$ cat src/rtl/addr_sequencer.sv
// addr_sequencer: strided address sweep over [base, limit] with consumer handshake, wrap/one-shot modes.
// Define ADDR_SEQ_DOWN_EN to add the cfg_down input for descending sweeps from limit to base.
module addr_sequencer #(
    parameter int ADDR_W   = 16,
    parameter int STRIDE_W = 8,
    parameter int CNT_W    = 8
) (
    input  logic                clk,
    input  logic                reset,
    input  logic                start,
    input  logic                stop,
    input  logic [ADDR_W-1:0]   cfg_base,
    input  logic [ADDR_W-1:0]   cfg_limit,
    input  logic [STRIDE_W-1:0] cfg_stride,
    input  logic                cfg_wrap,
`ifdef ADDR_SEQ_DOWN_EN
    input  logic                cfg_down,
`endif
    input  logic                rdy,
    output logic [ADDR_W-1:0]   address,
    output logic                valid,
    output logic                busy,
    output logic                done,
    output logic                wrap_pulse,
    output logic                cfg_err,
    output logic [CNT_W-1:0]    pass_count
);
    typedef enum logic [1:0] {IDLE, RUN, FIN} state_t;
    state_t state, state_n;
    logic [ADDR_W-1:0] base_q, limit_q, base_n, limit_n, addr_n, reload;
    logic [STRIDE_W-1:0] stride_q, stride_n;
    logic [CNT_W-1:0] cnt_n;
    logic [ADDR_W:0] step, sum;
    logic wrap_q, wrap_n, wp_n, err_n, last;
`ifdef ADDR_SEQ_DOWN_EN
    logic down_q, down_n;
`endif
    assign valid = state == RUN;
    assign busy  = state == RUN;
    assign done  = state == FIN;
    always_ff @(posedge clk or negedge reset) begin
        if (!reset) begin
            state      <= IDLE;
            address    <= '0;
            base_q     <= '0;
            limit_q    <= '0;
            stride_q   <= STRIDE_W'(1);
            wrap_q     <= 1'b0;
            wrap_pulse <= 1'b0;
            cfg_err    <= 1'b0;
            pass_count <= '0;
`ifdef ADDR_SEQ_DOWN_EN
            down_q     <= 1'b0;
`endif
        end else begin
            state      <= state_n;
            address    <= addr_n;
            base_q     <= base_n;
            limit_q    <= limit_n;
            stride_q   <= stride_n;
            wrap_q     <= wrap_n;
            wrap_pulse <= wp_n;
            cfg_err    <= err_n;
            pass_count <= cnt_n;
`ifdef ADDR_SEQ_DOWN_EN
            down_q     <= down_n;
`endif
        end
    end
    // Next address is formed one bit wider so a carry/borrow ends the pass instead of wrapping.
    always_comb begin
        step = (ADDR_W+1)'(stride_q);
`ifdef ADDR_SEQ_DOWN_EN
        sum    = down_q ? {1'b0, address} - step : {1'b0, address} + step;
        last   = down_q ? (sum[ADDR_W] || sum[ADDR_W-1:0] < base_q) : sum > {1'b0, limit_q};
        reload = down_q ? limit_q : base_q;
        down_n = down_q;
`else
        sum    = {1'b0, address} + step;
        last   = sum > {1'b0, limit_q};
        reload = base_q;
`endif
        state_n  = state;
        addr_n   = address;
        base_n   = base_q;
        limit_n  = limit_q;
        stride_n = stride_q;
        wrap_n   = wrap_q;
        cnt_n    = pass_count;
        wp_n     = 1'b0;
        err_n    = 1'b0;
        if (state == IDLE && start) begin
            if (cfg_base > cfg_limit) begin
                err_n = 1'b1;
            end else begin
                state_n  = RUN;
                base_n   = cfg_base;
                limit_n  = cfg_limit;
                stride_n = cfg_stride == '0 ? STRIDE_W'(1) : cfg_stride;
                wrap_n   = cfg_wrap;
                cnt_n    = '0;
`ifdef ADDR_SEQ_DOWN_EN
                down_n   = cfg_down;
                addr_n   = cfg_down ? cfg_limit : cfg_base;
`else
                addr_n   = cfg_base;
`endif
            end
        end else if (state == RUN && stop) begin
            state_n = IDLE;
        end else if (state == RUN && rdy) begin
            if (!last) begin
                addr_n = sum[ADDR_W-1:0];
            end else begin
                cnt_n = &pass_count ? pass_count : pass_count + CNT_W'(1);
                if (wrap_q) begin
                    addr_n = reload;
                    wp_n   = 1'b1;
                end else begin
                    state_n = FIN;
                end
            end
        end else if (state == FIN) begin
            state_n = IDLE;
        end
    end
endmodule

$ cat config.mk
export PLATFORM = sky130hd
export DESIGN_NAME = addr_sequencer
export DESIGN_NICKNAME = d
export VERILOG_FILES = /design/src/rtl/addr_sequencer.sv
export SDC_FILE = /design/constraint.sdc
export NUM_CORES = 1
export LEC_CHECK = 0
export ABC_AREA = 1
export BUFFER_PORTS_ARGS = -buffer_cell sky130_fd_sc_hd__buf_2
export CAP_MARGIN = 10
export CORE_MARGIN = 10
export CORE_UTILIZATION = 40
export CTS_BUF_LIST = sky130_fd_sc_hd__clkbuf_2 sky130_fd_sc_hd__clkbuf_4 sky130_fd_sc_hd__clkbuf_8
export CTS_CLUSTER_SIZE = 12
export DETAILED_ROUTE_END_ITERATION = 7
export HOLD_SLACK_MARGIN = 0.12
export PLACE_DENSITY_LB_ADDON = 0.25
export RECOVER_POWER = 100
export SYNTH_ARGS = -nofsm -noshare
export SYNTH_HDL_FRONTEND = slang
export SYNTH_SLANG_ARGS = --single-unit
$ cat constraint.sdc
create_clock -name clk -period 8.75 [get_ports clk]
set_input_delay 1.75 -clock clk [delete_from_list [all_inputs] [get_ports clk]]
set_output_delay 1.75 -clock clk [all_outputs]
set_load 0.02 [all_outputs]
==> reports/summary.txt, run 1 <==
max-slew violations - 137
total global-route track usage - 15.5%
critical path class - flop to flop
synthesized area - 4710 um2
number of synthesized flops with an enable pin - 0
dpl cell area - 5190 um2
fmax - 181 MHz
post-synthesis mux area share - 0.956%
Final Cell Area - 5260 um2
Initial Util - 41.1%
Worst Reg-to-Reg Cells - 25
CTS H-tree depth - 3
Avg WL per Cell - 14.4 um
synthesis warning total - 0
Worst Hold Launch - base_q[0]
Syn Inst Count - 641
fill cell count - 1213
core area - 11500 um2
Synth Area in Adders - 11.3%
layout cell share with drive strength beyond 1 - 11.9%
Tightest Hold Check Type - flop to flop
Residual DRC - 0
gr ovfl total - 0
Setup Buffers After CTS - 0
first-pass GRT wire length - 20800 um
Sum Neg Setup Slack - 0 ps
Clock Path Buffers - 2
pin count of the biggest net entering global routing - 70
vias per cell - 4.92
CTS tree - done
vias - 4227
final hold violations - 0
syn_nets - 729
most numerous cell in the Yosys netlist - nand2_1
Final Critical Period - 5530 ps
register area - 1730 um2
Final GP Congestion - 0.873
largest family of logic cells by synthesized area - simple AND/OR/NAND/NOR gates
CP endpoint kind - flop
Most Frequent Cell on Critical Path - nand2_1
synth cell count leaders - nand2_1, inv_1, dfrtp_1
Critical Path RT - 9000 ps
Final #Nets - 799
final WL - 12400 um
VDD IR max - 0.190 mV
CP top delay family - simple AND/OR/NAND/NOR gates
compound-cell area share of the yosys netlist - 10.1%
multi-input logic area - 2420 um2
cts hold-fix bufs - 0
Setup crit start kind - flop
CP max FO - 19
failing checks - max-capacitance violations, max-slew violations
CP max-delay cell - nand2_1
Clk Latency, worst-skew pair - 360 ps
Rel. slew slack - -162%
initial drt markers - 286
Die Area - 16500 um2
Ports - 75
fraction of registers with async set/reset - 100%
final antenna diode count - 0
Critical path origin - stride_q[0]
Setup Skew - 9.50 ps
Distinct cells, synth - 39
number of global-route vias before repair - 4349
initial antenna violation count - 0
status - finished with violations
die height - 129 um
XOR/XNOR share of the synthesized area - 1.67%
Critical path buffers and inverters - 1
flop-to-flop setup slack - 3220 ps
Min-Delay Path Depth - 2
total CTS buffers - 9
Worst path max stage delay - 630 ps
Main synth FF type - dfrtp_1
Leakage Power - 0.00292 uW
synthesis-stage register bit count - 69
ANT nets after route - 0
Area Growth Syn to Fin - 11.7%
MaxCap Viol Count - 2
clk slew on worst S/H paths - 70 ps
worst path arrival time - 5780 ps
Num Clock Sinks - 69
post-synthesis simple-gate area fraction - 28.8%
# rows - 39
Post-DP HPWL - 9450 um
post-synthesis sequential area ratio - 36.7%
I/O Buffers - 74
RSZ-0062 raised after global routing - no
Synth area leader - dfrtp_1
PD cells - 391 nW/um2
CTS Root Cell - clkbuf_8
reg2reg end - pass_count[2]
final setup fails - 0
r2r startpoint - stride_q[0]
Slew @ Worst Pin - 3920 ps
die span in x - 129 um
Tcrit/Tclk final - 63.2%
Detailed Routing Iterations Pass 1 - 4
Synth area leaders - dfrtp_1, nand2_1, ha_1, inv_1, nand3_1
Hold Path Sink - base_q[0]
Post-Syn Area per Cell - 7.35 um2
post_cts resized - 0
share of the synthesized area in the top cell type - 36.1%
stage by stage:
| step | total power [uW] | utilization (%) | hold slack (ps) | cells | worst slack [ps] |
|---|---|---|---|---|---|
| global placement | 1830 | 45.2 | 469 | 843 | 4580 |
| detailed placement | 1860 | 45.2 | 473 | 843 | 4490 |
| finish | 2060 | 45.9 | 490 | 859 | 3220 |
| global route | 2320 | 45.9 | 519 | 859 | 2410 |
| floorplan | 1540 | - | 453 | 641 | 5240 |
| CTS | 2120 | 46.9 | 493 | 859 | 4560 |
where the power goes:
group	total, uW	internal, uW	switching (uW)
clock network	255	131	124
registers	555	459	96.4
logic	1250	430	819
total	2060	1020	1040
how the worst max path moves through the flow:
| stage | end | slack, ps | depth (start not counted) |
|---|---|---|---|
| 6_report | pass_count[2] | 3220 | 25 |
| 2_1_floorplan | pass_count[7] | 5240 | 27 |
| 3_5_place_dp | limit_q[0] | 4490 | 11 |
| 5_1_grt | pass_count[2] | 2410 | 25 |
| 3_3_place_gp | limit_q[0] | 4580 | 14 |
| 4_1_cts | pass_count[7] | 4560 | 26 |
per-layer routing:
metal  share of wire [%]  wire length, um  GRT usage [%]
met2                  48             5950           26.7
met1                  45             5540           18.2
met3                 4.9              607           3.98
met4                 2.2              273           5.76
met5                   0                0              0
cell type report:
type	instances	share of cell area (%)
Multi-Input combinational cell	448	46.0
Inverter	106	7.56
Timing Repair Buffer	77	6.63
Clock inverter	1	0.0951
Clock buffer	15	3.45
Tap cell	143	3.40
Sequential cell	69	32.8
kinds of logic (layout without fill, tap and decap cells):
group                      count (synthesis)  in the layout
AOI/OAI and AO/OA                         82             82
xor gates and xnor gates                   9              9
adders and majority gates                 42             42
buffers and inverters                    124            199
DFF                                       69             69
muxes                                      4              4
and+or+nand+nor                          311            311
sequential cells by signal, indices dropped and copies added, names as in the netlist:
register	count
wrap_pulse	1
address	16
base_q	16
state	2
wrap_q	1
cfg_err	1
stride_q	8
limit_q	16
pass_count	8
placed cells by master (no fill, tap or decap), drive strengths merged, types with 2 or more instances in the layout:
cell type / synthesis / final
inv: 106 / 106
nor4: 4 / 4
a21oi: 31 / 31
nor2: 41 / 41
nand4: 6 / 6
a21o: 2 / 2
dfrtp: 68 / 68
o21ai: 42 / 42
a31o: 2 / 2
clkbuf: 8 / 46
o21bai: 3 / 3
buf: 10 / 46
xnor2: 2 / 2
ha: 41 / 41
mux2: 4 / 4
or2: 3 / 3
nor3: 3 / 3
nand3: 52 / 52
nand2: 201 / 201
xor2: 7 / 7
worst reg2reg max path, stage by stage, from the launching register on:
cell     delay, ps
dfstp_1        550
ha_1           190
fa_1           220
a21oi_1         80
o21ai_0        370
nand2_1         90
nand2_1        160
nand2_1        140
nor2_1         230
xnor2_1        190
inv_1           70
ha_1           320
nand2_1         60
nor2_1         160
nand2_1        130
nor2_1         120
nor2_1          50
nand3_1         60
nand2_1         50
nand2_1         50
nand2_1         50
nand2_1        510
nand2_1        640
nand2_1        190
nand3_1        420
o21ai_0        350
Note: power is estimated with default switching activity, not from simulation.
==> run 2, diff against run 1 <==
==> constraint.sdc (replaced) <==
create_clock -name clk -period 5.6 [get_ports clk]
set_input_delay 1.12 -clock clk [delete_from_list [all_inputs] [get_ports clk]]
set_output_delay 1.12 -clock clk [all_outputs]
set_load 0.02 [all_outputs]
==> run 2 against run 1 <==
Effect of this change:
- the run still ends with max-capacitance violations, max-slew violations left
- sequential share of layout area decreased by 0.27 points
- via count grew 0.50%
- register-to-register slack got worse by 2100 ps
- cell area rose by 0.83%
- first-iteration DRC count is 23% lower
- die area unchanged
- largest cell class unchanged
==> reports/summary.txt, run 2 (same netlist as run 1, synthesis figures left out) <==
Final GP Congestion - 0.848 (was 0.873)
Initial Util - 41.1% (unchanged)
fmax - 225 MHz (was 181 MHz)
Ports - 75 (unchanged)
die height - 129 um (unchanged)
Most Frequent Cell on Critical Path - nand2_1 (unchanged)
final hold violations - 0 (unchanged)
# rows - 39 (unchanged)
MaxCap Viol Count - 1 (was 2)
Slew @ Worst Pin - 1540 ps (was 3920 ps)
CP max-delay cell - nand2_1 (unchanged)
Clk Latency, worst-skew pair - 360 ps (about the same)
total global-route track usage - 14.7% (was 15.5%)
Die Area - 16500 um2 (unchanged)
Leakage Power - 0.00293 uW (was 0.00292 uW)
critical path class - flop to flop (unchanged)
CTS tree - done (unchanged)
Final #Nets - 799 (unchanged)
CP max FO - 18 (was 19)
Critical Path RT - 5860 ps (was 9000 ps)
final WL - 12000 um (was 12400 um)
status - finished with violations (unchanged)
max-slew violations - 54 (was 137)
Detailed Routing Iterations Pass 1 - 4 (unchanged)
Tcrit/Tclk final - 79.4% (was 63.2%)
cts hold-fix bufs - 0 (unchanged)
final setup fails - 0 (unchanged)
most frequent cells in the layout - nand2_1, inv_1, dfrtp_1 (unchanged)
Setup Skew - 11.0 ps (was 9.50 ps)
gr ovfl total - 0 (unchanged)
final antenna diode count - 0 (unchanged)
Setup crit start kind - flop (unchanged)
CP endpoint kind - flop (unchanged)
layout cell share with drive strength beyond 1 - 12.6% (was 11.9%)
vias per cell - 4.95 (was 4.92)
PD cells - 613 nW/um2 (was 391 nW/um2)
Avg WL per Cell - 14.0 um (was 14.4 um)
Clock Path Buffers - 2 (unchanged)
ANT nets after route - 0 (unchanged)
total CTS buffers - 9 (unchanged)
clk slew on worst S/H paths - 80 ps (was 70 ps)
Rel. slew slack - -2.86% (was -162%)
I/O Buffers - 74 (unchanged)
Residual DRC - 0 (unchanged)
Final Critical Period - 4450 ps (was 5530 ps)
Regs by FF count - address (16), base_q (16), limit_q (16) (unchanged)
CTS H-tree depth - 3 (unchanged)
core area - 11500 um2 (unchanged)
Num Clock Sinks - 69 (unchanged)
worst path arrival time - 4700 ps (was 5780 ps)
Critical path buffers and inverters - 3 (was 1)
first-pass GRT wire length - 19800 um (was 20800 um)
post_cts resized - 0 (unchanged)
Tightest Hold Check Type - flop to flop (unchanged)
Sum Neg Setup Slack - 0 ps (unchanged)
CTS Root Cell - clkbuf_8 (unchanged)
pin count of the biggest net entering global routing - 70 (unchanged)
number of global-route vias before repair - 4241 (was 4349)
commonest non-fill, non-tap cell in the layout - nand2_1 (unchanged)
Area Growth Syn to Fin - 12.6% (was 11.7%)
failing checks - max-capacitance violations, max-slew violations (unchanged)
Worst path max stage delay - 460 ps (was 630 ps)
vias - 4248 (was 4227)
VDD IR max - 0.329 mV (was 0.190 mV)
initial drt markers - 220 (was 286)
hold slack - 492 ps (was 490 ps)
Setup Buffers After CTS - 0 (unchanged)
die span in x - 129 um (unchanged)
initial antenna violation count - 0 (unchanged)
RSZ-0062 raised after global routing - no (unchanged)
Post-DP HPWL - 9540 um (was 9450 um)
fill cell count - 1212 (was 1213)
CP top delay family - simple AND/OR/NAND/NOR gates (unchanged)
run 2: changes by cell type in the layout (fill, tap and decap cells not counted), sizes merged:
cell,delta
clkinv,+1
clkinvlp,+3
clkbuf,-6
buf,+1
bufinv,+1
run 2: layout make-up:
| class | instances | area (um2) | area share [%] |
|---|---|---|---|
| clock buffers | 10 | 138 | 2.59 |
| clock inverters | 6 | 62.6 | 1.18 |
| inverters | 106 | 398 | 7.50 |
| multi-input cells | 448 | 2450 | 46.1 |
| flip-flops and latches | 69 | 1730 | 32.6 |
| well taps | 143 | 179 | 3.37 |
| repair buffers | 77 | 353 | 6.65 |
run 2: where the power goes:
part           switching [uW]  total (uW)  leakage [uW]  internal [uW]
Sequential                157         874      0.000840            717
Clock                     203         419     0.0000943            216
Combinational            1280        1960       0.00199            678
Total                    1640        3250       0.00293           1610
run 2: worst reg2reg max path, cell delays in order, from the launching register on:
cell     delay [ps]
dfrtp_1         410
ha_1            240
fa_1            410
a21oi_1         180
o21ai_2          90
nand2_1          60
nand2_1         100
nand2_1         140
nor2_1           90
xnor2_1         200
inv_1            60
ha_1            300
nand2_1          50
nor2_1          170
nand2_2         100
inv_1            60
o21ai_1          70
nand3_1          80
nand2_1          50
nand2_1          50
nand2_1          40
nand2_1         460
nand4_2         190
nand2_4         220
inv_1           270
nand2_1         160
nand2_1          60
run 2: metrics by stage:
| stage | instances | utilization, % | instance area, um2 | power, uW | setup WS, ps |
|---|---|---|---|---|---|
| 6_report | 859 | 46.3 | 5310 | 3250 | 1150 |
| 5_1_grt | 859 | 46.3 | 5310 | 3630 | 613 |
| 4_1_cts | 859 | 47.0 | 5390 | 3350 | 1640 |
| 3_5_place_dp | 843 | 45.2 | 5190 | 2920 | 1670 |
| 3_3_place_gp | 843 | 45.2 | 5190 | 2860 | 1820 |
| 2_1_floorplan | 641 | - | 4710 | 2410 | 2090 |
run 2: path summary, 6_finish.rpt:
kind | start | to | slack (ps) | cells after the start
max | address[0] | address[4] | 1150 | 26
min | limit_q[3] | limit_q[3] | 490 | 2
max reg2reg | address[0] | address[4] | 1150 | 26
min reg2reg | limit_q[3] | limit_q[3] | 490 | 2
max in group asynchronous | reset | base_q[13] | 4020 | 2
min in group asynchronous | reset | cfg_err | 950 | 2
run 2: layer usage:
metal | global-route usage [%] | vias up | part of all wire (%)
met5 | 0 | - | 0
met4 | 5.04 | 0 | 1.8
met3 | 4.31 | 18 | 5.5
met2 | 25.2 | 86 | 48
met1 | 17.1 | 1980 | 44
li1 | - | 2164 | -
==> run 3, diff against run 2 <==
==> constraint.sdc (replaced) <==
create_clock -name clk -period 4.2 [get_ports clk]
set_input_delay 0.84 -clock clk [delete_from_list [all_inputs] [get_ports clk]]
set_output_delay 0.84 -clock clk [all_outputs]
set_load 0.02 [all_outputs]
==> run 3 against run 2 <==
Effect of this change:
- critical endpoint is now pass_count[3]
- cell area is 0.64% higher
- wire length grew 1.8%
- via count up 0.26%
- core utilization increased by 0.29 points
- global-route usage grew 0.35 points
- combinational power is 40% higher
- fmax is 18% higher
- register-to-register slack worse by 720 ps
- count of clock-buffer cells in the layout up 1
- the run still ends with max-capacitance violations, max-slew violations left
==> reports/summary.txt, run 3 (same netlist as run 1, synthesis figures left out) <==
CP max FO - 19 (was 18)
commonest non-fill, non-tap cell in the layout - nand2_1 (unchanged)
Worst Reg-to-Reg Cells - 26 (unchanged)
RSZ-0062 raised after global routing - no (unchanged)
Setup crit start kind - flop (unchanged)
r2r startpoint - address[0] (unchanged)
Clk pwr share - 10.5% (was 12.9%)
ANT nets after route - 0 (unchanged)
Ports - 75 (unchanged)
internal power - 2140 uW (was 1610 uW)
combinational power share - 62.9% (was 60.3%)
Tcrit/Tclk final - 89.7% (was 79.4%)
initial antenna violation count - 0 (unchanged)
total CTS buffers - 9 (unchanged)
fmax - 265 MHz (was 225 MHz)
Sum Neg Setup Slack - 0 ps (unchanged)
Pwr Total - 4370 uW (was 3250 uW)
Clock Path Buffers - 2 (unchanged)
Worst Hold Launch - limit_q[5] (was limit_q[3])
reg2reg end - pass_count[3] (was address[4])
I/O Buffers - 74 (unchanged)
Slew @ Worst Pin - 2170 ps (was 1540 ps)
Hold Path Sink - limit_q[5] (was limit_q[3])
Final GP Congestion - 0.911 (was 0.848)
net switching fraction of the power - 51.0% (was 50.5%)
Leakage Power - 0.00295 uW (was 0.00293 uW)
number of global-route vias before repair - 4254 (was 4241)
first-pass GRT wire length - 20400 um (was 19800 um)
Area Growth Syn to Fin - 13.3% (was 12.6%)
Critical path origin - address[0] (unchanged)
Setup Skew - 9.34 ps (was 11.0 ps)
worst path arrival time - 4010 ps (was 4700 ps)
Reg power frac - 26.5% (was 26.9%)
pin count of the biggest net entering global routing - 41 (was 70)
multi-input logic area - 2490 um2 (was 2450 um2)
Min-Delay Path Depth - 2 (unchanged)
failing checks - max-capacitance violations, max-slew violations (unchanged)
Final Cell Area - 5340 um2 (was 5310 um2)
Post-DP HPWL - 9760 um (was 9540 um)
Rel. slew slack - -44.5% (was -2.86%)
final WL - 12200 um (was 12000 um)
MaxCap Viol Count - 1 (unchanged)
CP endpoint kind - flop (unchanged)
PD cells - 819 nW/um2 (was 613 nW/um2)
DP Worst Slack - 278 ps (was 1670 ps)
hold slack - 489 ps (was 492 ps)
clk slew on worst S/H paths - 70 ps (was 80 ps)
Detailed Routing Iterations Pass 1 - 5 (was 4)
register area - 1730 um2 (unchanged)
die span in x - 129 um (unchanged)
critical path class - flop to flop (unchanged)
gr ovfl total - 0 (unchanged)
Final #Nets - 806 (was 799)
fill cell count - 1181 (was 1212)
Regs by FF count - address (16), base_q (16), limit_q (16) (unchanged)
Die Area - 16500 um2 (unchanged)
max-slew violations - 40 (was 54)
# rows - 39 (unchanged)
Num Clock Sinks - 69 (unchanged)
Switch Pwr - 2230 uW (was 1640 uW)
VDD IR max - 0.436 mV (was 0.329 mV)
vias - 4259 (was 4248)
total global-route track usage - 15.0% (was 14.7%)
final setup fails - 0 (unchanged)
final hold violations - 0 (unchanged)
Initial Util - 41.1% (unchanged)
Critical Path RT - 4440 ps (was 5860 ps)
CTS tree - done (unchanged)
core area - 11500 um2 (unchanged)
Final Worst Setup Slack - 431 ps (was 1150 ps)
Avg WL per Cell - 14.2 um (was 14.0 um)
die height - 129 um (unchanged)
most frequent cells in the layout - nand2_1, inv_1, dfrtp_1 (unchanged)
final antenna diode count - 0 (unchanged)
layout cell share with drive strength beyond 1 - 13.6% (was 12.6%)
CTS Root Cell - clkbuf_8 (unchanged)
initial drt markers - 229 (was 220)
vias per cell - 4.93 (was 4.95)
Clk Latency, worst-skew pair - 360 ps (about the same)
dpl cell area - 5210 um2 (was 5190 um2)
Residual DRC - 0 (unchanged)
Tightest Hold Check Type - flop to flop (unchanged)
status - finished with violations (unchanged)
Final Critical Period - 3770 ps (was 4450 ps)
CTS H-tree depth - 3 (unchanged)
flop-to-flop setup slack - 430 ps (was 1150 ps)
-- run 3: cell types whose count changed in the layout (fill, tap and decap cells not counted), moves of 2 or more --
cell,change
clkbuf_1,+2
nand2_1,-2
clkbuf_2,+2
buf_4,+3
o21ai_0,-2
clkbuf_4,+2
clkinvlp_4,-3
-- run 3: layout make-up --
class / count / area share (%)
Tap cell: 143 / 3.35
Clock inverter: 3 / 0.281
Timing Repair Buffer: 83 / 7.27
Multi-Input combinational cell: 449 / 46.6
Sequential cell: 69 / 32.4
Clock buffer: 11 / 2.60
Inverter: 106 / 7.50
-- run 3: critical path: stages, from the launching register on --
cell,delay [ps]
dfrtp_1,400
ha_1,230
fa_1,410
a21oi_1,180
o21ai_2,100
nand2_1,60
nand2_1,100
nand2_1,140
nor2_1,90
xnor2_1,200
inv_1,70
ha_1,310
nand2_1,70
nor2_2,140
nand2_2,80
nor2_1,100
nor2_1,50
nand3_1,50
nand2_1,50
nand2_1,50
nand2_1,80
nand2_4,150
nand2_8,120
nand2_2,150
nand3_4,130
nand2_1,90
o21ai_0,70
-- run 3: worst max path at each step --
stage,to,slack [ps],cells after the start
2_1_floorplan,pass_count[7],690,27
3_3_place_gp,pass_count[5],420,26
3_5_place_dp,pass_count[5],280,26
4_1_cts,pass_count[4],260,26
5_1_grt,pass_count[2],20,26
6_report,pass_count[3],430,26
-- run 3: metal layers --
metal	vias to the layer above	share of wire, %	GRT usage [%]
met2	103	49	25.9
li1	2179	-	-
met1	1961	44	18.0
met4	0	1.5	4.32
met3	16	5.3	3.98
met5	-	0	0
-- run 3: power by group through the flow --
stage | clock, uW | sequential, uW | combinational, uW
after floorplan | 0 | 1220 | 1990
after global placement | 0 | 1160 | 2660
after detailed placement | 0 | 1170 | 2720
after CTS | 476 | 1160 | 2740
after global routing | 504 | 1200 | 3200
final | 461 | 1160 | 2750
-- run 3: repair_timing --
item / CTS / global route
hold buffers: 0 / 0
gates resized for setup: 0 / 5
buffers inserted: 0 / 3
setup endpoints to repair: 0 / 26
-- run 3: per-stage QoR --
| stage | util [%] | std cells |
|---|---|---|
| global placement | 45.4 | 846 |
| global route | 46.6 | 864 |
| finish | 46.6 | 864 |
| detailed placement | 45.4 | 846 |
| CTS | 46.8 | 860 |
| floorplan | - | 641 |
